## config.mk

```make
export PLATFORM = sky130hd
export DESIGN_NAME = code_programmer
export DESIGN_NICKNAME = d
export VERILOG_FILES = /design/src/rtl/code_programmer.sv
export SDC_FILE = /design/constraint.sdc
export NUM_CORES = 1
export LEC_CHECK = 0
export ABC_AREA = 1
export ABC_CLOCK_PERIOD_IN_PS = 4340
export CAP_MARGIN = 30
export CORE_UTILIZATION = 59
export CTS_BUF_LIST = sky130_fd_sc_hd__clkbuf_16
export DETAILED_ROUTE_END_ITERATION = 10
export GPL_TIMING_DRIVEN = 0
export MAX_ROUTING_LAYER = met4
export PLACE_DENSITY = 0.92
export SYNTH_ARGS = -nofsm -noshare
export SYNTH_HDL_FRONTEND = slang
export SYNTH_SLANG_ARGS = --single-unit
```

## constraint.sdc

```tcl
create_clock -name clk -period 4.34 [get_ports clk]
set_clock_uncertainty 0.1 [all_clocks]
set_input_delay 0.868 -clock clk [delete_from_list [all_inputs] [get_ports clk]]
set_output_delay 0.868 -clock clk [all_outputs]
set_load 0.02 [all_outputs]
```

## src/rtl/code_programmer.sv

```systemverilog
`default_nettype none
//============================================================================
// Module      : code_programmer
// Description : Keypad-driven code change controller. Verifies the stored
//               code, takes the new code twice, commits it on a match and
//               locks out further attempts after repeated failures.
// Revision    : 1.0 - initial release
//============================================================================
module code_programmer #(
    parameter logic [2:0] DEFAULT_CODE = 3'b000,
    parameter int         TIMEOUT      = 200,
    parameter int         MAX_FAIL     = 3,
    parameter int         LOCKOUT      = 1000
) (
    input  logic       clk,
    input  logic       rst,
    input  logic [2:0] codein,
    input  logic       enter,
    input  logic       prog_req,
    output logic [2:0] coderetrive,
    output logic       busy,
    output logic       prog_ok,
    output logic       prog_fail,
    output logic       locked
);

    // One shared counter times both the entry timeout and the lockout period
    localparam int c_cnt_lim = (TIMEOUT > LOCKOUT) ? TIMEOUT : LOCKOUT;
    localparam int c_cnt_w   = $clog2(c_cnt_lim + 1);
    localparam int c_fail_w  = $clog2(MAX_FAIL + 1);

    localparam logic [c_cnt_w-1:0]  c_cnt_one      = c_cnt_w'(1);
    localparam logic [c_cnt_w-1:0]  c_cnt_sat      = {c_cnt_w{1'b1}};
    localparam logic [c_cnt_w-1:0]  c_timeout_last = c_cnt_w'(TIMEOUT - 1);
    localparam logic [c_cnt_w-1:0]  c_lockout_last = c_cnt_w'(LOCKOUT - 1);
    localparam logic [c_fail_w-1:0] c_fail_one     = c_fail_w'(1);
    localparam logic [c_fail_w-1:0] c_fail_lim     = c_fail_w'(MAX_FAIL);

    typedef enum logic [2:0] {
        IDLE = 3'd0,
        OLD  = 3'd1,
        NEW1 = 3'd2,
        NEW2 = 3'd3,
        LOCK = 3'd4
    } state_t;

    state_t                r_state;
    state_t                w_state_nxt;
    logic [c_cnt_w-1:0]    r_cnt;
    logic [c_fail_w-1:0]   r_fail_cnt;
    logic [c_fail_w-1:0]   w_fail_inc;
    logic [2:0]            r_code;
    logic [2:0]            r_temp;
    logic                  r_prog_ok;
    logic                  r_prog_fail;
    logic                  w_in_seq;
    logic                  w_timeout;
    logic                  w_cnt_clr;
    logic                  w_capture;
    logic                  w_commit;
    logic                  w_fail;
    logic                  w_fail_clr;

    assign w_in_seq   = (r_state == OLD) || (r_state == NEW1) || (r_state == NEW2);
    assign w_timeout  = (r_cnt >= c_timeout_last);
    assign w_fail_inc = (r_fail_cnt >= c_fail_lim) ? c_fail_lim : (r_fail_cnt + c_fail_one);

    // State register
    always_ff @(posedge clk) begin
        if (rst) begin
            r_state <= IDLE;
        end else begin
            r_state <= w_state_nxt;
        end
    end

    // Next-state decode; a same-cycle enter always beats timeout expiry
    always_comb begin
        w_state_nxt = r_state;
        w_cnt_clr   = 1'b0;
        w_capture   = 1'b0;
        w_commit    = 1'b0;
        w_fail      = 1'b0;
        w_fail_clr  = 1'b0;
        case (r_state)
            IDLE: begin
                if (prog_req && !enter) begin
                    w_state_nxt = OLD;
                    w_cnt_clr   = 1'b1;
                end
            end
            OLD: begin
                if (enter) begin
                    if (codein == r_code) begin
                        w_state_nxt = NEW1;
                        w_cnt_clr   = 1'b1;
                    end else begin
                        w_fail = 1'b1;
                    end
                end else if (w_timeout) begin
                    w_fail = 1'b1;
                end
            end
            NEW1: begin
                if (enter) begin
                    w_state_nxt = NEW2;
                    w_capture   = 1'b1;
                    w_cnt_clr   = 1'b1;
                end else if (w_timeout) begin
                    w_fail = 1'b1;
                end
            end
            NEW2: begin
                if (enter) begin
                    if (codein == r_temp) begin
                        w_state_nxt = IDLE;
                        w_commit    = 1'b1;
                        w_cnt_clr   = 1'b1;
                    end else begin
                        w_fail = 1'b1;
                    end
                end else if (w_timeout) begin
                    w_fail = 1'b1;
                end
            end
            LOCK: begin
                if (r_cnt >= c_lockout_last) begin
                    w_state_nxt = IDLE;
                    w_cnt_clr   = 1'b1;
                    w_fail_clr  = 1'b1;
                end
            end
            default: begin
                w_state_nxt = IDLE;
                w_cnt_clr   = 1'b1;
            end
        endcase
        // Any failure leaves the sequence; the counter restarts for a lockout
        if (w_fail) begin
            w_state_nxt = (w_fail_inc >= c_fail_lim) ? LOCK : IDLE;
            w_cnt_clr   = 1'b1;
        end
    end

    // Saturating timeout / lockout counter, idle outside active states
    always_ff @(posedge clk) begin
        if (rst) begin
            r_cnt <= '0;
        end else if (w_cnt_clr) begin
            r_cnt <= '0;
        end else if ((w_in_seq || (r_state == LOCK)) && (r_cnt != c_cnt_sat)) begin
            r_cnt <= r_cnt + c_cnt_one;
        end
    end

    // Consecutive-failure counter, cleared only by a commit or lockout expiry
    always_ff @(posedge clk) begin
        if (rst) begin
            r_fail_cnt <= '0;
        end else if (w_commit || w_fail_clr) begin
            r_fail_cnt <= '0;
        end else if (w_fail) begin
            r_fail_cnt <= w_fail_inc;
        end
    end

    // Holding register for the first entry of the new code
    always_ff @(posedge clk) begin
        if (rst) begin
            r_temp <= 3'b000;
        end else if (w_capture) begin
            r_temp <= codein;
        end else if (w_commit || w_fail) begin
            r_temp <= 3'b000;
        end
    end

    // Stored code; only a confirmed commit may change it
    always_ff @(posedge clk) begin
        if (rst) begin
            r_code <= DEFAULT_CODE;
        end else if (w_commit) begin
            r_code <= r_temp;
        end
    end

    // Result pulses, one cycle after the deciding edge
    always_ff @(posedge clk) begin
        if (rst) begin
            r_prog_ok   <= 1'b0;
            r_prog_fail <= 1'b0;
        end else begin
            r_prog_ok   <= w_commit;
            r_prog_fail <= w_fail;
        end
    end

    assign coderetrive = r_code;
    assign busy        = w_in_seq;
    assign locked      = (r_state == LOCK);
    assign prog_ok     = r_prog_ok;
    assign prog_fail   = r_prog_fail;

endmodule
`default_nettype wire

```

# ---- Yosys cells after proc, flatten, opt, wreduce, memory -nomap -nowiden
# Index checks and enable logic that the tools add are counted.
dict set report op_classes {
  n_reduce_logical 13
  add_sub_neg 2
  muxes 32
  n_lt_le_gt_ge 4
  eq_ne 14
}
# cell count
set ops {}
lappend ops {{3-bit two-way mux} 11}
lappend ops {{1-bit two-way mux} 17}
lappend ops {{3-bit one-hot mux with 5 select lines} 1}
lappend ops {{3-bit inequality test (second input constant)} 4}
lappend ops {{10-bit by 1-bit adder with 10-bit output (second input constant)} 1}
lappend ops {{10-bit greater-or-equal comparator (second input constant)} 1}
lappend ops {{10-bit by 8-bit greater-or-equal comparator with 1-bit output (second input constant)} 1}
lappend ops {{10-bit inequality test (second input constant)} 1}
lappend ops {{7-bit AND reduction} 1}
lappend ops {{3-bit by 2-bit equality test with 1-bit output (second input constant)} 2}
lappend ops {{3-bit equality test} 2}
lappend ops {{3-bit by 2-bit inequality test with 1-bit output (second input constant)} 2}
lappend ops {{1-bit logical OR} 5}
lappend ops {{1-bit one-hot mux with 5 select lines} 1}
lappend ops {{2-bit greater-or-equal comparator (second input constant)} 2}
lappend ops {{2-bit OR reduction} 2}
lappend ops {{3-bit by 1-bit equality test with 1-bit output (second input constant)} 1}
lappend ops {{3-bit equality test (second input constant)} 1}
lappend ops {{3-bit zero test} 1}
lappend ops {{3-bit by 1-bit inequality test with 1-bit output (second input constant)} 1}
lappend ops {{1-bit one-hot mux with 3 select lines} 1}
lappend ops {{2-bit by 1-bit adder with 2-bit output (second input constant)} 1}
lappend ops {{1-bit logical AND} 2}
lappend ops {{2-bit two-way mux} 1}
lappend ops {{other kinds (2)} 2}
dict set report totals {
  ff_bits 23
}

# ---- Depth between registers and ports, before layout
# Gate-level depths: netlist (run 1).
dict set report logic_depth {
  word_depth 7
  depth_mapped 12
  ltp_nobuf 12
}

# ---- Worst setup path after synthesis (run 1)
# No wires, ideal clock.
dict set report synth_path {
  path_type {input to register}
  startpoint {input port codein[1]}
  endpoint {register r_cnt[0]}
  slack_ns 2.433
  arrival_ns 1.741
  path_buffers 0
  cell_stages 9
  cell_sequence {xnor2_1 -> nand3_2 -> a21oi_2 -> nand2_2 -> nand2_4 -> nand2_2 -> nand2_4 -> nand2_4 -> a21oi_2}
}
dict set report synth_between {
  elab_chain_len 6
  word_cells_on_any_way 14
}
# item line
set synth_lines {}
lappend synth_lines {{start: declaration} 17} ;# input logic [2:0] codein,
lappend synth_lines {{3-bit equality test, on equally long branches} {115, 94}}
lappend synth_lines {{1-bit two-way mux, on equally long branches} {115, 94}}
lappend synth_lines {{1-bit two-way mux, on equally long branches} {114, 93}}
lappend synth_lines {{1-bit one-hot mux with 5 select lines / 1-bit one-hot mux with 3 select lines (equally long branches)} 85} ;# case (r_state)
lappend synth_lines {{1-bit two-way mux *} 139} ;# if (w_fail) begin
lappend synth_lines {{2-bit OR reduction (no source line) *} --}
lappend synth_lines {{end signal: assignment} 152} ;# r_cnt <= r_cnt + c_cnt_one;
lappend synth_lines {{end: declaration} 49} ;# logic [c_cnt_w-1:0] r_cnt;
# Every way passes the cells marked *; elsewhere a longest branch is shown, timed or not.
# A chain may end at the register's enable or synchronous reset.

# ---- Final worst setup path (run 1)
dict set report layout_path {
  startpoint {register r_state[1]}
  endpoint {output port locked}
}
dict set report layout_between {
  elab_chain_len 1
}
# item line
set layout_lines {}
lappend layout_lines {{start: declaration} 47} ;# state_t r_state;
lappend layout_lines {{start signal: assignment} 73} ;# r_state <= w_state_nxt;
lappend layout_lines {{3-bit equality test} 200} ;# assign locked = (r_state == LOCK);
lappend layout_lines {{end: declaration} 24} ;# output logic locked
# No other way between the ends.

==> results of run 1 <==
==> power groups by stage <==
stage	combinational, uW	sequential (uW)	clock [uW]
6_report	226	254	197
5_1_grt	252	256	209
4_1_cts	226	253	202
3_5_place_dp	223	257	0
3_3_place_gp	213	255	0
2_1_floorplan	168	256	0
==> worst paths after layout <==
path | startpoint | to | slack [ns] | cells after the start
hold / removal | coderetrive[1] | coderetrive[1] | 0.37 | 2
hold reg to reg | coderetrive[1] | coderetrive[1] | 0.37 | 2
setup / recovery | r_state[1] | locked | 1.83 | 4
setup reg to reg | r_cnt[0] | r_cnt[1] | 2.59 | 10
==> metrics by stage <==
stage	setup slack [ns]	power, uW	hold WS [ns]	utilization
3_5_place_dp	1.70	480	0.362	0.716
3_3_place_gp	1.79	468	0.359	0.716
6_report	1.83	677	0.369	0.756
2_1_floorplan	2.43	424	0.351	-
4_1_cts	1.82	681	0.372	0.756
5_1_grt	1.76	717	0.396	0.756
==> kinds of logic after synthesis <==
group           Yosys count
compound gates           28
simple gates             86
buf+inv                  27
flops                    23
xor+xnor                  7
fa+ha+maj                 1
==> sequential cells by signal, summed over array words and instances (netlist names) <==
name / flops
r_fail_cnt: 2
prog_ok: 1
prog_fail: 1
r_cnt: 10
r_state: 3
coderetrive: 3
r_temp: 3
==> final cells by class <==
type / instances / area share
well taps: 27 / 0.0223
clock inverters: 1 / 0.00331
clock buffers: 3 / 0.0496
repair buffers: 12 / 0.0793
plain buffers: 2 / 0.00579
flip-flops and latches: 23 / 0.304
multi-input cells: 122 / 0.474
inverters: 25 / 0.0620
==> worst min-delay path, stage by stage, from the launching register on <==
cell and delay (ns):
dfxtp_1 0.32, inv_1 0.05, a21oi_1 0.05
==> cells in the final DEF (no fill, tap or decap) <==
| master | count |
|---|---|
| nand4_1 | 6 |
| clkdlybuf4s50_1 | 12 |
| o21ai_0 | 7 |
| buf_2 | 1 |
| nand2_2 | 6 |
| nand2_1 | 31 |
| o21ai_1 | 1 |
| a21oi_1 | 8 |
| nand2_4 | 4 |
| clkbuf_16 | 3 |
| clkbuf_1 | 1 |
| xor2_2 | 1 |
| nand3_1 | 5 |
| o21a_1 | 1 |
| ha_1 | 1 |
| o21ai_2 | 1 |
| dfxtp_1 | 23 |
| o31ai_1 | 1 |
| inv_1 | 25 |
| or2_2 | 1 |
| nand3_4 | 1 |
| nor2_4 | 1 |
| xnor2_1 | 3 |
| a21boi_0 | 1 |
| a211oi_1 | 1 |
| xor2_1 | 3 |
| nand3_2 | 2 |
| nand3b_1 | 1 |
| clkinv_2 | 1 |
| nor3_2 | 1 |
| a21oi_2 | 7 |
| nor2_2 | 7 |
| nor3_1 | 2 |
| nor2_1 | 18 |
==> metal layers <==
layer | track usage | part of all wire | vias up
li1 | - | - | 577
met1 | 0.287 | 0.42 | 516
met2 | 0.502 | 0.52 | 36
met3 | 0.0314 | 0.047 | 5
met4 | 0.113 | 0.015 | 0
met5 | - | 0 | -
==> flow_summary.ini, run 1 <==
[logic_synthesis]
ys_ff_latch = 23
ys_seq_area_frac = 0.360
async_reset_ff_frac = 0
synthMuxAreaShare = 0
synth_top_family_by_area = simple AND/OR/NAND/NOR gates
avgSynthCellArea_sq_um = 7.44
synth_cell_types = 31
synth_compound_area_frac = 0.141
synth_area_sq_um = 1280
synth_area_leaders = dfxtp_1 36%, nand2_1 9.1%, inv_1 7.3%, nor2_1 5.3%, a21oi_2 4.8%
synth_cells = 172
yosys.area_share.simple = 0.356
yosys.area_share.adder = 0.00978
synth_warnings = 0
synthTopCellsByCount = 31 x nand2_1, 25 x inv_1, 23 x dfxtp_1
syn_nets = 180
synth_top_flop_cell = dfxtp_1
synth.largest_area_cell = dfxtp_1
synth_top_area_frac = 0.360
synth_xor_area_frac = 0.0538
yosysMostFrequentCell = nand2_1
synth_edf_count = 0

[status]
status = finished clean

[power_and_ir_drop]
pwr-share-clk = 0.291
ir_worst_vdd_mv = 0.328
internal_power_uw = 439
power.leakage_uw = 0.000574
p_switching_uw = 238
pwr-share-comb = 0.334
seq_power_share = 0.375
swShare = 0.352
power_density_nw_per_um2 = 447

[hold_path]
holdCritPathClass = flip-flop to flip-flop

[place]
routabilityCongestion = 0.811
dp_hpwl_microns = 1970
dpl-instance-area_sq_um = 1430
dp.cells = 211
portBuffers = 12

[cells_and_area]
finalNonFillerCells = 215
seq_area_sq_um = 460
final_area_sq_um = 1510
syn_to_final_growth_pct = 18.3
final_nets = 197
diodes = 0
drive_above_1_share = 0.197
multi_input_area_sq_um = 717
fill_cells = 148

[timing]
grt_setup_unrepaired = no
fmax_mhz = 398
slew_headroom = 0.753
finalHoldViolCount = 0
tightest_slew_ns = 0.371
fin_setup_tns_ns = 0
setup_viol = 0
fin_crit_ns = 2.51
timing.final.crit_share = 0.579
drv_slew = 0

[route]
vias = 1134
first_pass_iters = 4
drt_wl_total_microns = 2670
drcViolationCount = 0
drt_iter0_markers = 40
antenna_left = 0
vias_per_cell = 5.27
wire_per_inst_microns = 12.4

[cts]
hold_buffers = 0
post_cts_buffers = 0
path_clk_slew_ns = 0.06
cts_resized = 0
clk_latency_ns = 0.26
cts_made_buffers = 3
cts_root_buffer = clkbuf_16
cts_tree = yes
cts_htree_levels = 1
clkSinkCount = 23
clockBufferDepth = 2

[setup_path]
cp_slowest_cell = clkdlybuf4s50_1
path_max_fanout = 6
critPathRequiredTime_ns = 3.37
crit_family = buffers and inverters
crit_buf_inv = 2
path_class = flip-flop to primary output
start_kind = flip-flop
path_cells = nor2_1, nand2_1, inv_1, clkdlybuf4s50_1
cpPeakStageDelay_ns = 0.61
end_kind = primary output
critPathArrivalTime_ns = 1.55

[floorplanning]
core_area_sq_um = 2000
dieArea_sq_um = 2360
ios = 14
die_x_microns = 48.6
chipHeight_microns = 48.6
row_count = 16
start_util = 0.639

[global_routing]
gr-usage-all-layers = 0.270
grt_max_degree = 14
grt.overflow.total = 0
grt_pass1_wl_microns = 4910
antenna_found_initial = 0
grt_pass1_vias = 1193

[job]
maxCapViolCount = 0
Note: power is estimated with default switching activity, not from simulation.
==> run 2, diff against run 1 <==
--- a/config.mk
+++ b/config.mk
@@ -6,14 +6,14 @@
 export NUM_CORES = 1
 export LEC_CHECK = 0
 export ABC_AREA = 1
-export ABC_CLOCK_PERIOD_IN_PS = 4340
+export ABC_CLOCK_PERIOD_IN_PS = 2400
 export CAP_MARGIN = 30
-export CORE_UTILIZATION = 59
+export CORE_UTILIZATION = 55
 export CTS_BUF_LIST = sky130_fd_sc_hd__clkbuf_16
 export DETAILED_ROUTE_END_ITERATION = 10
 export GPL_TIMING_DRIVEN = 0
 export MAX_ROUTING_LAYER = met4
-export PLACE_DENSITY = 0.92
+export PLACE_DENSITY = 0.87
 export SYNTH_ARGS = -nofsm -noshare
 export SYNTH_HDL_FRONTEND = slang
 export SYNTH_SLANG_ARGS = --single-unit
==> constraint.sdc (replaced) <==
create_clock -name clk -period 2.4 [get_ports clk]
set_clock_uncertainty 0.1 [all_clocks]
set_input_delay 0.48 -clock clk [delete_from_list [all_inputs] [get_ports clk]]
set_output_delay 0.48 -clock clk [all_outputs]
set_load 0.02 [all_outputs]
==> run 2 against run 1 <==
  * Flip-flop and latch count unchanged
  * Via count fell by 2.0%
  * Combinational power rose by 77%
  * Wire length fell by 6.2%
  * Cell count is 0.47% higher
  * Clock-buffer cell count unchanged
  * Critical endpoint unchanged
  * Total power is 79% higher
  * Die area is 7.0% higher
  * Setup slack got worse by 1.6 ns
  * Sequential share of layout area about the same
  * Non-clock buffer count unchanged
  * Clock power rose by 78%
==> flow_summary.ini, run 2 (synthesis gave the netlist of run 1 again) <==
[timing]
drv_slew = 0
slew_headroom = 0.744
setup_ws_ns = 0.253
tightest_slew_ns = 0.383
fin_crit_ns = 2.15
fmax_mhz = 466
setup_viol = 0
fin_setup_tns_ns = 0
grt_setup_unrepaired = no
timing.final.crit_share = 0.895
finalHoldViolCount = 0

[floorplanning]
die_x_microns = 50.2
ios = 14
row_count = 17
core_area_sq_um = 2210
start_util = 0.579
chipHeight_microns = 50.2
dieArea_sq_um = 2520

[power_and_ir_drop]
pwr-share-comb = 0.331
swShare = 0.345
ir_worst_vdd_mv = 0.543
p_switching_uw = 418
internal_power_uw = 793
power_density_nw_per_um2 = 799
pwr-share-clk = 0.289
seq_power_share = 0.380
power.leakage_uw = 0.000574

[setup_path]
critPathArrivalTime_ns = 1.57
r2r_cells = 10
path_max_fanout = 6
path_class = flip-flop to primary output
start_kind = flip-flop
end_kind = primary output
critPathRequiredTime_ns = 1.82

[route]
first_pass_iters = 4
drt_iter0_markers = 19
wire_per_inst_microns = 11.6
vias_per_cell = 5.14
antenna_left = 0
vias = 1111
drt_wl_total_microns = 2500
drcViolationCount = 0

[place]
routabilityCongestion = 0.861
post-place-ws_ns = 0.195
dp_hpwl_microns = 1920
dp.cells = 212
portBuffers = 12

[global_routing]
grt.overflow.total = 0
grt_pass1_wl_microns = 4360
busiest_layer = met2
antenna_found_initial = 0
grt_util_met3 = 0.0303
gr-usage-all-layers = 0.230
groute.layer.met2.usage = 0.420
grt_max_degree = 14
grtUsageMet1 = 0.246
grt_pass1_vias = 1113

[cts]
cts_htree_levels = 1
post_cts_buffers = 0
hold_buffers = 0
cts_made_buffers = 3
clockBufferDepth = 2
cts_resized = 0
clk_latency_ns = 0.25
clkSinkCount = 23
path_clk_slew_ns = 0.06
cts_root_buffer = clkbuf_16
cts_tree = yes

[status]
status = finished clean

[cells_and_area]
largest_register = r_cnt
final_common_cell = nand2_1
diodes = 0
syn_to_final_growth_pct = 18.4
largest_register_ffs = 10
drive_above_1_share = 0.197
finalNonFillerCells = 216
mostFrequentLayoutCells = 31 x nand2_1, 25 x inv_1, 23 x dfxtp_1, 18 x nor2_1, 12 x clkdlybuf4s50_1
final_nets = 197

[hold_path]
hold_path_depth = 2
holdCritPathClass = flip-flop to flip-flop

[job]
maxCapViolCount = 0
==> run 2: cell counts in the layout (fill, tap and decap cells not counted) <==
Identical to the previous run, type by type.
==> run 2: power by group through the flow <==
stage	Clock [uW]	Combinational, uW	Sequential [uW]
detailed placement	0	398	465
global route	374	452	465
global placement	0	386	462
CTS	357	401	458
finish	350	401	459
floorplan	0	303	463
==> run 2: routing by layer <==
layer / vias to the layer above / share of wire
met3: 2 / 0.020
li1: 580 / -
met4: 0 / 0.0064
met2: 13 / 0.53
met1: 516 / 0.44
met5: - / 0
==> run 2: metrics by stage <==
step            util  total power, uW  hold slack [ns]  instance area [sq um]
2_1_floorplan      -              766            0.351                   1280
3_3_place_gp   0.649              848            0.362                   1440
3_5_place_dp   0.649              863            0.371                   1440
4_1_cts        0.685             1220            0.379                   1520
5_1_grt        0.685             1290            0.406                   1520
6_report       0.685             1210            0.376                   1520
==> run 2: area by class of cell <==
type	count	area, sq um
buffer	2	8.76
clock buffer	3	75.1
clock inverter	1	5.00
fill	194	697
inverter	25	93.8
multi-input combinational	122	717
sequential	23	460
tap	28	35.0
timing repair buffer	12	120
==> run 2: final timing paths <==
check / startpoint / slack [ns] / to
worst min-delay path: r_fail_cnt[1] / 0.38 / r_state[2]
worst max register to register: r_cnt[0] / 0.71 / r_cnt[7]
worst max-delay path: r_state[1] / 0.25 / locked
worst min register to register: r_fail_cnt[1] / 0.38 / r_state[2]
==> run 2: worst max-delay path, cell delays in order (launching register included) <==
cell and delay [ns]:
dfxtp_1 0.37, nor2_1 0.13, nand2_1 0.09, inv_1 0.12, clkdlybuf4s50_1 0.61
==> run 3, diff against run 2 <==
--- a/config.mk
+++ b/config.mk
@@ -7,7 +7,6 @@
 export LEC_CHECK = 0
 export ABC_AREA = 1
 export ABC_CLOCK_PERIOD_IN_PS = 2400
-export CAP_MARGIN = 30
 export CORE_UTILIZATION = 55
 export CTS_BUF_LIST = sky130_fd_sc_hd__clkbuf_16
 export DETAILED_ROUTE_END_ITERATION = 10
==> constraint.sdc (replaced) <==
create_clock -name clk -period 2.4 [get_ports clk]
set_clock_uncertainty 0.1 [all_clocks]
set_input_delay 0.36 -clock clk [delete_from_list [all_inputs] [get_ports clk]]
set_output_delay 0.36 -clock clk [all_outputs]
set_load 0.02 [all_outputs]
==> results of run 3 <==
Same layout as run 2 (identical final DEF). Status: finished clean.
Among the figures that moved: setup slack after placement 0.195 ns -> 0.315 ns; setup slack after layout 0.253 ns -> 0.373 ns; hold slack 0.376 ns -> 0.372 ns; end point of the worst hold path r_state[2] -> prog_fail
